### src/rtl/decode_queue.sv
// RV32I decode stage with a small FIFO of decoded entries between the IQ and dispatch.
// The head entry is offered to dispatch, and a stall is applied according to its op class.
module decode_queue #(
    parameter int unsigned DEPTH = 2,
    parameter int unsigned OP_W  = 6,
    parameter int unsigned IDX_W = 5
) (
    input  logic             clk_in,
    input  logic             rst_in,
    input  logic             rdy_in,
    input  logic             clear_in,
    input  logic             IQ_flag,
    input  logic [31:0]      IQ_inst,
    input  logic [31:0]      IQ_PC,
    output logic             IQ_ready,
    input  logic             RS_full,
    input  logic             LSB_full,
    input  logic             ROB_full,
    output logic             Dec_flag,
    output logic [OP_W-1:0]  Dis_op,
    output logic [IDX_W-1:0] Dis_rd,
    output logic [31:0]      Dis_imm,
    output logic [31:0]      Dis_PC,
    output logic             Dis_illegal,
    output logic             RF_R1,
    output logic [IDX_W-1:0] RF_rs1,
    output logic             RF_R2,
    output logic [IDX_W-1:0] RF_rs2
);
    localparam int unsigned PTR_W = (DEPTH > 1) ? $clog2(DEPTH) : 1;
    localparam int unsigned CNT_W = PTR_W + 1;

    typedef struct packed {
        logic [OP_W-1:0]  op;
        logic [IDX_W-1:0] rd;
        logic [31:0]      imm;
        logic [31:0]      pc;
        logic             illegal;
        logic             r1;
        logic [IDX_W-1:0] rs1;
        logic             r2;
        logic [IDX_W-1:0] rs2;
        logic             mem;
    } entry_t;

    entry_t            fifo [DEPTH];
    logic [PTR_W-1:0]  head_ptr;
    logic [PTR_W-1:0]  tail_ptr;
    logic [CNT_W-1:0]  count;
    entry_t            dec;
    entry_t            head;
    logic              valid;
    logic              pop;
    logic              push;

    // Decoded op numbering: 1..37 in RV32I listing order (LUI first, AND last).
    always_comb begin
        logic [6:0]  opc;
        logic [2:0]  f3;
        logic [6:0]  f7;
        logic        ill;
        logic        wr;
        logic        rd1;
        logic        rd2;
        logic        is_mem;
        int unsigned code;
        logic [31:0] imm;
        opc    = IQ_inst[6:0];
        f3     = IQ_inst[14:12];
        f7     = IQ_inst[31:25];
        ill    = 1'b0;
        wr     = 1'b0;
        rd1    = 1'b0;
        rd2    = 1'b0;
        is_mem = 1'b0;
        code   = 0;
        imm    = '0;
        dec    = '0;
        case (opc)
            7'b0110111: begin code = 1; wr = 1'b1; imm = {IQ_inst[31:12], 12'b0}; end
            7'b0010111: begin code = 2; wr = 1'b1; imm = {IQ_inst[31:12], 12'b0}; end
            7'b1101111: begin
                code = 3; wr = 1'b1;
                imm = {{11{IQ_inst[31]}}, IQ_inst[31], IQ_inst[19:12], IQ_inst[20], IQ_inst[30:21], 1'b0};
            end
            7'b1100111: begin
                code = 4; wr = 1'b1; rd1 = 1'b1;
                imm = {{20{IQ_inst[31]}}, IQ_inst[31:20]};
            end
            7'b1100011: begin
                rd1 = 1'b1; rd2 = 1'b1;
                imm = {{19{IQ_inst[31]}}, IQ_inst[31], IQ_inst[7], IQ_inst[30:25], IQ_inst[11:8], 1'b0};
                case (f3)
                    3'b000:  code = 5;
                    3'b001:  code = 6;
                    3'b100:  code = 7;
                    3'b101:  code = 8;
                    3'b110:  code = 9;
                    3'b111:  code = 10;
                    default: ill = 1'b1;
                endcase
            end
            7'b0000011: begin
                wr = 1'b1; rd1 = 1'b1; is_mem = 1'b1;
                imm = {{20{IQ_inst[31]}}, IQ_inst[31:20]};
                case (f3)
                    3'b000:  code = 11;
                    3'b001:  code = 12;
                    3'b010:  code = 13;
                    3'b100:  code = 14;
                    3'b101:  code = 15;
                    default: ill = 1'b1;
                endcase
            end
            7'b0100011: begin
                rd1 = 1'b1; rd2 = 1'b1; is_mem = 1'b1;
                imm = {{20{IQ_inst[31]}}, IQ_inst[31:25], IQ_inst[11:7]};
                if (f3 < 3'b011) code = 16 + 32'(f3);
                else             ill = 1'b1;
            end
            7'b0010011: begin
                wr = 1'b1; rd1 = 1'b1;
                imm = {{20{IQ_inst[31]}}, IQ_inst[31:20]};
                case (f3)
                    3'b000: code = 19;
                    3'b010: code = 20;
                    3'b011: code = 21;
                    3'b100: code = 22;
                    3'b110: code = 23;
                    3'b111: code = 24;
                    3'b001: begin code = 25; ill = (f7 != 7'b0000000); end
                    default: begin
                        if (f7 == 7'b0000000)      code = 26;
                        else if (f7 == 7'b0100000) code = 27;
                        else                       ill = 1'b1;
                    end
                endcase
            end
            7'b0110011: begin
                wr = 1'b1; rd1 = 1'b1; rd2 = 1'b1;
                code = 30 + 32'(f3);
                if (f3 == 3'b000 || f3 == 3'b101) begin
                    if (f7 == 7'b0100000) code = (f3 == 3'b000) ? 29 : 35;
                    else if (f7 == 7'b0000000) code = (f3 == 3'b000) ? 28 : 34;
                    else ill = 1'b1;
                end else begin
                    code = (f3 < 3'b101) ? 29 + 32'(f3) : 30 + 32'(f3);
                    ill  = (f7 != 7'b0000000);
                end
            end
            default: ill = 1'b1;
        endcase
        dec.pc = IQ_PC;
        if (ill) begin
            dec.illegal = 1'b1;
        end else begin
            dec.op  = OP_W'(code);
            dec.rd  = wr ? IQ_inst[11:7] : '0;
            dec.imm = imm;
            dec.r1  = rd1;
            dec.rs1 = rd1 ? IQ_inst[19:15] : '0;
            dec.r2  = rd2;
            dec.rs2 = rd2 ? IQ_inst[24:20] : '0;
            dec.mem = is_mem;
        end
    end

    assign valid = (count != '0);
    assign head  = valid ? fifo[head_ptr] : '0;

    // Illegal entries bypass the RS/LSB stall so the ROB can trap them in order.
    always_comb begin
        pop = valid && rdy_in && !clear_in && !ROB_full;
        if (!head.illegal) begin
            if (head.mem) pop = pop && !LSB_full;
            else          pop = pop && !RS_full;
        end
    end

    assign IQ_ready = rdy_in && ((count < CNT_W'(DEPTH)) || pop);
    assign push     = IQ_flag && IQ_ready && !clear_in;
    assign Dec_flag = pop;

    always_ff @(posedge clk_in) begin
        if (rst_in) begin
            head_ptr <= '0;
            tail_ptr <= '0;
            count    <= '0;
        end else if (rdy_in) begin
            if (clear_in) begin
                head_ptr <= '0;
                tail_ptr <= '0;
                count    <= '0;
            end else begin
                if (pop)  head_ptr <= head_ptr + PTR_W'(1);
                if (push) tail_ptr <= tail_ptr + PTR_W'(1);
                if (push && !pop)      count <= count + CNT_W'(1);
                else if (pop && !push) count <= count - CNT_W'(1);
            end
        end
    end

    always_ff @(posedge clk_in) begin
        if (push) fifo[tail_ptr] <= dec;
    end

    assign Dis_op      = head.op;
    assign Dis_rd      = head.rd;
    assign Dis_imm     = head.imm;
    assign Dis_PC      = head.pc;
    assign Dis_illegal = head.illegal;
    assign RF_R1       = head.r1;
    assign RF_rs1      = head.rs1;
    assign RF_R2       = head.r2;
    assign RF_rs2      = head.rs2;
endmodule

### config.mk
export PLATFORM = sky130hd
export DESIGN_NAME = decode_queue
export DESIGN_NICKNAME = d
export VERILOG_FILES = /design/src/rtl/decode_queue.sv
export SDC_FILE = /design/constraint.sdc
export NUM_CORES = 1
export LEC_CHECK = 0
export CAP_MARGIN = 0
export CORE_MARGIN = 2
export CORE_UTILIZATION = 40
export CTS_CLUSTER_SIZE = 16
export DETAILED_ROUTE_END_ITERATION = 12
export PLACE_DENSITY = 0.65
export SKIP_LAST_GASP = 1
export SLEW_MARGIN = 20
export SYNTH_ARGS = -nofsm -noshare
export SYNTH_HDL_FRONTEND = slang
export SYNTH_SLANG_ARGS = --single-unit
### constraint.sdc
create_clock -name clk_in -period 7.4 [get_ports clk_in]
set_input_delay 1.11 -clock clk_in [delete_from_list [all_inputs] [get_ports clk_in]]
set_output_delay 1.11 -clock clk_in [all_outputs]
set_load 0.01 [all_outputs]
==> impl_results.md, run 1 <==
- Outcome: complete, no violations
- Vias/cell: 5.32
- Endpoints failing hold: 0
- Hold WC Path Type: flop to flop
- Final WL: 20200 µm
- CTS tree: yes
- Detailed placement HPWL: 13200 µm
- GR Util met3: 0.0318
- FF-to-FF path depth: 5
- WP data required: 6.29 ns
- Asr flop ratio synth: 0
- GRT met2 Usage: 0.281
- Vias in the first global route: 5532
- Cell taking the most area after synthesis: edfxtp_1
- TritonCTS sink count: 183
- Fmax achieved: 235 MHz
- Synth Flop Type: edfxtp_1
- Worst-path clk slew: 0.06 ns
- Drt wl/cell: 18.0 µm
- Arr. time, crit path: 3.14 ns
- GRT overflow: 0
- Critical path type: flop to primary output
- Post-place setup slack: 2.89 ns
- Synth top area share: 0.625
- Max VDD drop: 0.126 mV
- Worst setup margin: 3.15 ns
- Least-Margin Pin Slew: 1.10 ns
- Row cnt: 53
- Mean Syn Cell Area: 12.5 µm²
- Initial Utilization: 0.407
- MaxCap Viol Count: 0
- # Post-CTS Setup Buffers: 0
- Synthesis Warnings: 0
- Static leakage power: 3.29 nW
- Period utilisation layout: 0.574
- Die Width: 150 µm
- Seq/Total Area, Yosys: 0.637
- Number of setup violations in the final report: 0
- Unrepaired setup endpoints after global routing: no
- Slew Viols, Final: 0
- Tot GR Track Use: 0.180
- H-tree Lvls: 4
- Post-route ant nets: 0
- Die footprint: 22600 µm²
- Mapped Area: 8550 µm²
- Worst-path fanout max: 60
- Number of distinct library cells after synthesis: 57
- Flops & latches, synth: 183
- Drt pass-1 iters: 4
- Placed insts: 1087
- Root Driver: clkbuf_16
- Clock skew: 0.00711 ns
- Clk buf depth: 2
- Vias post-DR: 5955
- Post-CTS Hold Buffers: 0
- Initial antenna violation count: 0
- GPL Wtd Cong: 0.915
- Top-count cell post-synth: edfxtp_1
- Period minus WS final: 4.25 ns
- Cts repair resizes: 0
- Fraction of layout cells with a size suffix above 1: 0.0616
- Die height: 150 µm
- Synth top area cells: edfxtp_1, mux2i_1, nor2_1
- Ant diodes: 0
- Commonest cells in the netlist: edfxtp_1, nor2_1, mux2i_1
- Crit path capture type: primary output
- Setup TNS: 0 ns
- Worst Hold Slack: 0.564 ns
- Pwr/cell area: 207 nW/µm²
- Cells after Synth: 686
- CORE AREA: 21000 µm²
- Hold Crit Depth: 2
- Post-synth EDFFs: 178
- Syn nets: 772
- Input/output buffers: 161
- I/O Pins: 162
- Largest net degree at the start of global routing: 75
- Slew margin rel.: 0.269
- Startpoint types: flop
- Latest clock arrival within the worst-skew pair: 0.42 ns
- Nets: 917
- First-pass GRT wire length: 30800 µm
- Initial DRC count: 480
- Area added between synthesis and finish: 28.7%
- CTS Buf Count: 17
- Post-route insts no fill: 1119
- Global Route met1 Usage: 0.253
- Residual DRC: 0
- Global routing's busiest layer: met2
[cells by family (layout without fill, tap and decap cells)]
family	Yosys count	count (layout)	share of synthesized area
AOI/OAI and AO/OA	97	97	0.0754
muxes	91	91	0.107
DFF	183	183	0.637
adders and majority gates	14	14	0.0205
and+or+nand+nor	246	246	0.134
buffers and inverters	55	213	0.0266
[state kept, by name, indices dropped and copies added (netlist names), named ones only]
signal    cells
tail_ptr      1
head_ptr      1
fifo        178
count         2
[critical path: stages (launching register included)]
cell and delay (ns):
dfxtp_4 0.71, buf_4 0.90, mux2i_1 0.18, nor2_1 0.24, clkdlybuf4s50_1 0.59
[path summary, 6_finish.rpt]
kind,startpoint,to,slack (ns)
max,flop,Dis_op[4],3.15
max reg2reg,flop,fifo[1][51]$_DFFE_PP_,4.01
min reg2reg,head_ptr$_SDFFE_PP0P_,head_ptr$_SDFFE_PP0P_,0.56
min,head_ptr$_SDFFE_PP0P_,head_ptr$_SDFFE_PP0P_,0.56
[where the power goes]
group,internal [W],switching (W)
clock network,0.000516,0.000391
logic,0.000101,0.000112
registers,0.00115,0.00000565
total,0.00177,0.000508
[routing by layer]
metal | routed length, µm | vias up
met2 | 9420 | 225
met4 | 403 | 0
li1 | - | 2847
met5 | 0 | -
met1 | 9100 | 2853
met3 | 1270 | 30
[cell usage in the layout (no fill, tap or decap), drive strengths merged, types with 3 or more instances in the layout]
cell	instances
edfxtp	178
clkdlybuf4s50	161
nor2	121
mux2i	91
nand2	43
nor3	28
a21oi	28
inv	21
clkbuf	18
o21ai	17
ha	14
nor3b	7
a211oi	7
nand3	6
nor4b	6
nand2b	5
o21a	5
or2	5
a31oi	5
a22oi	5
buf	5
dfxtp	5
clkinv	4
nor2b	3
and3b	3
and2	3
nor4	3
o21bai	3
a32oi	3
or3	3
or4	3
[through the flow]
step | area (µm²) | total power, W | utilization
finish | 11000 | 0.00228 | 0.524
detailed placement | 10400 | 0.00139 | 0.495
floorplan | 8550 | 0.00127 | -
CTS | 11000 | 0.00230 | 0.524
global placement | 10400 | 0.00139 | 0.495
global route | 11000 | 0.00235 | 0.524
[area by class of cell]
class / count / area (µm²)
clock inverter: 14 / 164
inverter: 15 / 56.3
fill: 1828 / 10000
sequential: 183 / 5450
clock buffer: 18 / 439
tap: 275 / 344
multi-input combinational: 448 / 2900
timing repair buffer: 166 / 1650
Note: power is estimated with default switching activity, not from simulation.
==> run 2, diff against run 1 <==
--- a/config.mk
+++ b/config.mk
@@ -10,7 +10,7 @@
 export CORE_UTILIZATION = 40
 export CTS_CLUSTER_SIZE = 16
 export DETAILED_ROUTE_END_ITERATION = 12
-export PLACE_DENSITY = 0.65
+export PLACE_DENSITY = 0.67
 export SKIP_LAST_GASP = 1
 export SLEW_MARGIN = 20
 export SYNTH_ARGS = -nofsm -noshare
==> constraint.sdc (replaced) <==
create_clock -name clk_in -period 3.89 [get_ports clk_in]
set_input_delay 0.5835 -clock clk_in [delete_from_list [all_inputs] [get_ports clk_in]]
set_output_delay 0.5835 -clock clk_in [all_outputs]
set_load 0.01 [all_outputs]
==> impl_results.md, run 2 (synthesized netlist as in run 1, its figures left out) <==
- Outcome: complete, no violations (unchanged)
- Final Instance Area: 11100 µm² (was 11000 µm²)
- Slew margin rel.: 0.564 (was 0.269)
- Cells along the critical path: clkdlybuf4s50_1 -> ha_1 -> mux2i_1 -> a211oi_2 -> o2bb2ai_1 -> or3_4 -> nor4b_1 (was buf_4 -> mux2i_1 -> nor2_1 -> clkdlybuf4s50_1)
- Filler cells: 1801 (was 1828)
- Most frequent cells in the layout: edfxtp_1, clkdlybuf4s50_1, nor2_1, mux2i_1, nand2_1 (unchanged)
- Unrepaired setup endpoints after global routing: no (unchanged)
- CP startpoint: IQ_inst[12]
- Die Width: 150 µm (unchanged)
- Vias in the first global route: 5698 (was 5532)
- FF/Latch Area: 5450 µm² (unchanged)
- Clk buf depth: 2 (unchanged)
- Fmax achieved: 298 MHz
- Die footprint: 22600 µm² (unchanged)
- Slowest stage delay, CP: 0.71 ns (was 0.90 ns)
- Slowest-stage cell, CP: clkdlybuf4s50_1 (was buf_4)
- Placed Area: 10500 µm² (was 10400 µm²)
- Crit path capture type: flop (was primary output)
- Layout Utilization: 0.530 (was 0.524)
- Largest net degree at the start of global routing: 90 (was 75)
- Tot GR Track Use: 0.180 (about the same)
- Number of setup violations in the final report: 0 (unchanged)
- Area added between synthesis and finish: 30.3% (was 28.7%)
- Max reg flops: 178 (unchanged)
- Metal3 WL: 1310 µm (was 1270 µm)
- Worst-path clk slew: 0.06 ns (about the same)
- Ant diodes: 0 (unchanged)
- Nets: 927 (was 917)
- Period utilisation layout: 0.863
- DR WL met2: 9800 µm (was 9420 µm)
- Die height: 150 µm (unchanged)
- TritonCTS sink count: 183 (unchanged)
- Initial Utilization: 0.407 (unchanged)
- Worst-path fanout max: 53 (was 60)
- Max VDD drop: 0.260 mV (was 0.126 mV)
- Initial DRC count: 477 (was 480)
- Row cnt: 53 (unchanged)
- Fraction of layout cells with a size suffix above 1: 0.0692 (was 0.0616)
- Largest registers: fifo x178, count x2 (unchanged)
- # Post-CTS Setup Buffers: 0 (unchanged)
- Pwr/cell area: 396 nW/µm² (was 207 nW/µm²)
- Top reg by flops: fifo (unchanged)
- Worst setup margin: 0.532 ns (was 3.15 ns)
- Vias post-DR: 5986 (was 5955)
- MaxCap Viol Count: 0 (unchanged)
- Post-place setup slack: 0.176 ns (was 2.89 ns)
- Initial antenna violation count: 0 (unchanged)
- Residual DRC: 0 (unchanged)
- Input/output buffers: 161 (unchanged)
- Drt wl/cell: 17.9 µm (was 18.0 µm)
- Final WL: 20200 µm (about the same)
- Latest clock arrival within the worst-skew pair: 0.43 ns (was 0.42 ns)
- Multi-input gate area: 2900 µm² (unchanged)
- First-pass GRT wire length: 31000 µm (was 30800 µm)
- CTS Buf Count: 17 (unchanged)
- Root Driver: clkbuf_16 (unchanged)
- Startpoint types: input port (was flop)
- Worst Hold Slack: 0.573 ns (was 0.564 ns)
- Static leakage power: 3.35 nW (was 3.29 nW)
- Arr. time, crit path: 3.54 ns (was 3.14 ns)
- GRT overflow: 0 (unchanged)
- Hold Path Origin: head_ptr$_SDFFE_PP0P_ (unchanged)
- Hold WC Path Type: flop to flop (unchanged)
- Wl on met1: 8820 µm (was 9100 µm)
- Post-route ant nets: 0 (unchanged)
- Detailed placement HPWL: 13500 µm (was 13200 µm)
- Commonest non-fill, non-tap cell in the layout: edfxtp_1 (unchanged)
- Post-CTS Hold Buffers: 0 (unchanged)
- WP data required: 4.07 ns (was 6.29 ns)
- Worst path buffer plus inverter count: 1 (was 2)
- Clock skew: 0.0105 ns (was 0.00711 ns)
- Cts repair resizes: 0 (unchanged)
- Vias/cell: 5.31 (was 5.32)
- CORE AREA: 21000 µm² (unchanged)
- GPL Wtd Cong: 0.839 (was 0.915)
- H-tree Lvls: 4 (unchanged)
- Critical path type: input port to flop (was flop to primary output)
- CTS tree: yes (unchanged)
- I/O Pins: 162 (unchanged)
- Highest routed layer: met4 (unchanged)
- Crit-path leading delay family: simple AND/OR/NAND/NOR gates (was buffers and inverters)
- Period minus WS final: 3.36 ns
- Least-Margin Pin Slew: 0.647 ns (was 1.10 ns)
- Endpoints failing hold: 0 (unchanged)
- Drt pass-1 iters: 5 (was 4)
- Slew Viols, Final: 0 (unchanged)
run 2: worst reg2reg max path, stage by stage (launching register included):
cell	delay, ns
dfxtp_4	0.57
mux2i_1	0.35
mux2i_1	0.31
o21ai_0	0.28
nor2_4	0.18
buf_12	0.39
run 2: cell type report:
cell class,count,area share
tap,275,0.0309
inverter,15,0.00506
multi-input combinational,448,0.261
sequential,183,0.489
timing repair buffer,176,0.158
clock inverter,14,0.0175
clock buffer,17,0.0382
run 2: final timing paths:
kind | endpoint | slack (ns) | depth (start not counted)
setup / recovery | fifo[0][8]$_DFFE_PP_ | 0.53 | 7
hold reg to reg | head_ptr$_SDFFE_PP0P_ | 0.57 | 2
setup reg to reg | fifo[1][77]$_DFFE_PP_ | 1.32 | 5
hold / removal | head_ptr$_SDFFE_PP0P_ | 0.57 | 2
run 2: where the power goes:
part,switching [W],internal [W]
sequential,0.0000108,0.00219
combinational,0.000213,0.000198
clock,0.000725,0.00108
run 2: stage by stage:
| stage | TNS (ns) | instances | power [W] |
|---|---|---|---|
| 2_1_floorplan | -13.98 | 686 | 0.00242 |
| 3_3_place_gp | 0 | 1097 | 0.00265 |
| 3_5_place_dp | 0 | 1097 | 0.00265 |
| 4_1_cts | 0 | 1128 | 0.00445 |
| 5_1_grt | 0 | 1128 | 0.00456 |
| 6_report | 0 | 1128 | 0.00441 |
run 2: routing by layer:
metal | global-route usage | vias to the layer above
met5 | 0 | -
met3 | 0.0330 | 18
met4 | 0.0623 | 0
li1 | - | 2859
met1 | 0.242 | 2885
met2 | 0.293 | 224
==> run 3, diff against run 2 <==
--- a/config.mk
+++ b/config.mk
@@ -5,8 +5,6 @@
 export SDC_FILE = /design/constraint.sdc
 export NUM_CORES = 1
 export LEC_CHECK = 0
-export CAP_MARGIN = 0
-export CORE_MARGIN = 2
 export CORE_UTILIZATION = 40
 export CTS_CLUSTER_SIZE = 16
 export DETAILED_ROUTE_END_ITERATION = 12
==> impl_results.md, run 3 (synthesized netlist as in run 1, its figures left out) <==
- TritonCTS sink count: 183 (unchanged)
- Area added between synthesis and finish: 29.9% (was 30.3%)
- Latest clock arrival within the worst-skew pair: 0.43 ns (about the same)
- Tot GR Track Use: 0.188 (was 0.180)
- CTS tree: yes (unchanged)
- GPL Wtd Cong: 0.886 (was 0.839)
- Period utilisation layout: 0.834 (was 0.863)
- Largest net degree at the start of global routing: 60 (was 90)
- Worst Hold Slack: 0.579 ns (was 0.573 ns)
- Layout Utilization: 0.530 (about the same)
- Setup TNS: 0 ns (unchanged)
- Root Driver: clkbuf_16 (unchanged)
- CTS Buf Count: 17 (unchanged)
- Row cnt: 53 (unchanged)
- Drt wl/cell: 17.9 µm (about the same)
- Unrepaired setup endpoints after global routing: no (unchanged)
- R2r setup slk: 1.23 ns (was 1.32 ns)
- H-tree Lvls: 4 (unchanged)
- Clock skew: 0.00897 ns (was 0.0105 ns)
- Detailed placement HPWL: 13700 µm (was 13500 µm)
- Period minus WS final: 3.24 ns (was 3.36 ns)
- Critical path type: flop to primary output (was input port to flop)
- Input/output buffers: 161 (unchanged)
- Endpoints failing hold: 0 (unchanged)
- Nets: 935 (was 927)
- Drt pass-1 iters: 7 (was 5)
- Final WL: 20300 µm (was 20200 µm)
- Filler cells: 1819 (was 1801)
- Initial Utilization: 0.408 (was 0.407)
- Initial DRC count: 413 (was 477)
- Arr. time, crit path: 2.66 ns (was 3.54 ns)
- Hold Path End: head_ptr$_SDFFE_PP0P_ (unchanged)
- Vias in the first global route: 5617 (was 5698)
- GRT overflow: 0 (unchanged)
- FF-to-FF path depth: 5 (unchanged)
- Initial antenna violation count: 0 (unchanged)
- Pwr/cell area: 378 nW/µm² (was 396 nW/µm²)
- Hold WC Path Type: flop to flop (unchanged)
- Top reg by flops: fifo (unchanged)
- Commonest non-fill, non-tap cell in the layout: edfxtp_1 (unchanged)
- I/O Pins: 162 (unchanged)
- Number of setup violations in the final report: 0 (unchanged)
- Die footprint: 22000 µm² (was 22600 µm²)
- Max reg flops: 178 (unchanged)
- Worst-path clk slew: 0.07 ns (was 0.06 ns)
- Die Width: 148 µm (was 150 µm)
- Post-place setup slack: 0.325 ns (was 0.176 ns)
- Fraction of layout cells with a size suffix above 1: 0.0777 (was 0.0692)
- Outcome: complete, no violations (unchanged)
- Die height: 148 µm (was 150 µm)
- Hold Path Origin: head_ptr$_SDFFE_PP0P_ (unchanged)
- Post-route ant nets: 0 (unchanged)
- Least-Margin Pin Slew: 0.671 ns (was 0.647 ns)
- First-pass GRT wire length: 31200 µm (was 31000 µm)
- CORE AREA: 21000 µm² (about the same)
- Worst setup margin: 0.647 ns (was 0.532 ns)
- Max VDD drop: 0.247 mV (was 0.260 mV)
- MaxCap Viol Count: 0 (unchanged)
- Crit path capture type: primary output (was flop)
- Worst-path fanout max: 27 (was 53)
- Static leakage power: 3.35 nW (about the same)
- WP data required: 3.31 ns (was 4.07 ns)
- Slew Viols, Final: 0 (unchanged)
- Startpoint types: flop (was input port)
- Post-CTS Hold Buffers: 0 (unchanged)
- Clk buf depth: 2 (unchanged)
- Cts repair resizes: 0 (unchanged)
- Vias post-DR: 6023 (was 5986)
- Slew margin rel.: 0.553 (was 0.564)
- Ant diodes: 0 (unchanged)
- # Post-CTS Setup Buffers: 0 (unchanged)
- Residual DRC: 0 (unchanged)
- Vias/cell: 5.30 (was 5.31)
- Fmax achieved: 308 MHz (was 298 MHz)
- Reg-to-Reg End: fifo[1][52]$_DFFE_PP_ (was fifo[1][77]$_DFFE_PP_)
- Most frequent cells in the layout: edfxtp_1, clkdlybuf4s50_1, nor2_1, mux2i_1, nand2_1 (unchanged)
- Largest registers: fifo x178, count x2 (unchanged)
- Hold Crit Depth: 2 (unchanged)
run 3: cell types whose count changed in the layout (fill, tap and decap cells not counted):
cell / delta
buf_4: +9
buf_12: -1
clkbuf_1: +1
inv_6: +4
inv_8: +1
clkinv_4: -1
bufinv_16: -4
run 3: worst max path at each step:
stage | to | slack, ns | cells after the start
after floorplan | fifo[0][0]$_DFFE_PP_ | -0.09 | 5
after global placement | fifo[0][48]$_DFFE_PP_ | 0.46 | 8
after detailed placement | fifo[1][48]$_DFFE_PP_ | 0.33 | 8
after CTS | IQ_ready | 0.60 | 5
after global routing | IQ_ready | 0.42 | 5
final | IQ_ready | 0.65 | 5
run 3: power breakdown:
group | total, W | switching, W | internal, W
sequential | 0.00220 | 0.0000109 | 0.00219
clock | 0.00158 | 0.000750 | 0.000835
combinational | 0.000418 | 0.000217 | 0.000202
run 3: through the flow:
step / cells / power (W) / instance area [µm²]
final: 1137 / 0.00420 / 11100
after global placement: 1105 / 0.00266 / 10600
after global routing: 1137 / 0.00435 / 11100
after CTS: 1137 / 0.00423 / 11100
after detailed placement: 1105 / 0.00266 / 10600
after floorplan: 686 / 0.00242 / 8550
run 3: per-layer routing:
metal  wire (µm)  vias up  GRT usage
li1            -     2878          -
met1        9090     2915      0.256
met2        9810      205      0.300
met3        1130       25     0.0371
met4         277        0     0.0613
met5           0        -          0
run 3: worst max-delay path, cell delays in order (launching register included):
cell and delay, ns:
dfxtp_4 0.65, mux2i_1 0.30, mux2i_1 0.15, o21ai_1 0.44, o21ai_0 0.17, clkdlybuf4s50_1 0.53
run 3: area by class of cell:
cell class	instances	area, µm²	area share
clock buffers	18	429	0.0386
flip-flops and latches	183	5450	0.491
clock inverters	14	113	0.0101
repair buffers	184	1810	0.163
inverters	15	56.3	0.00507
multi-input cells	448	2900	0.262
well taps	275	344	0.0310
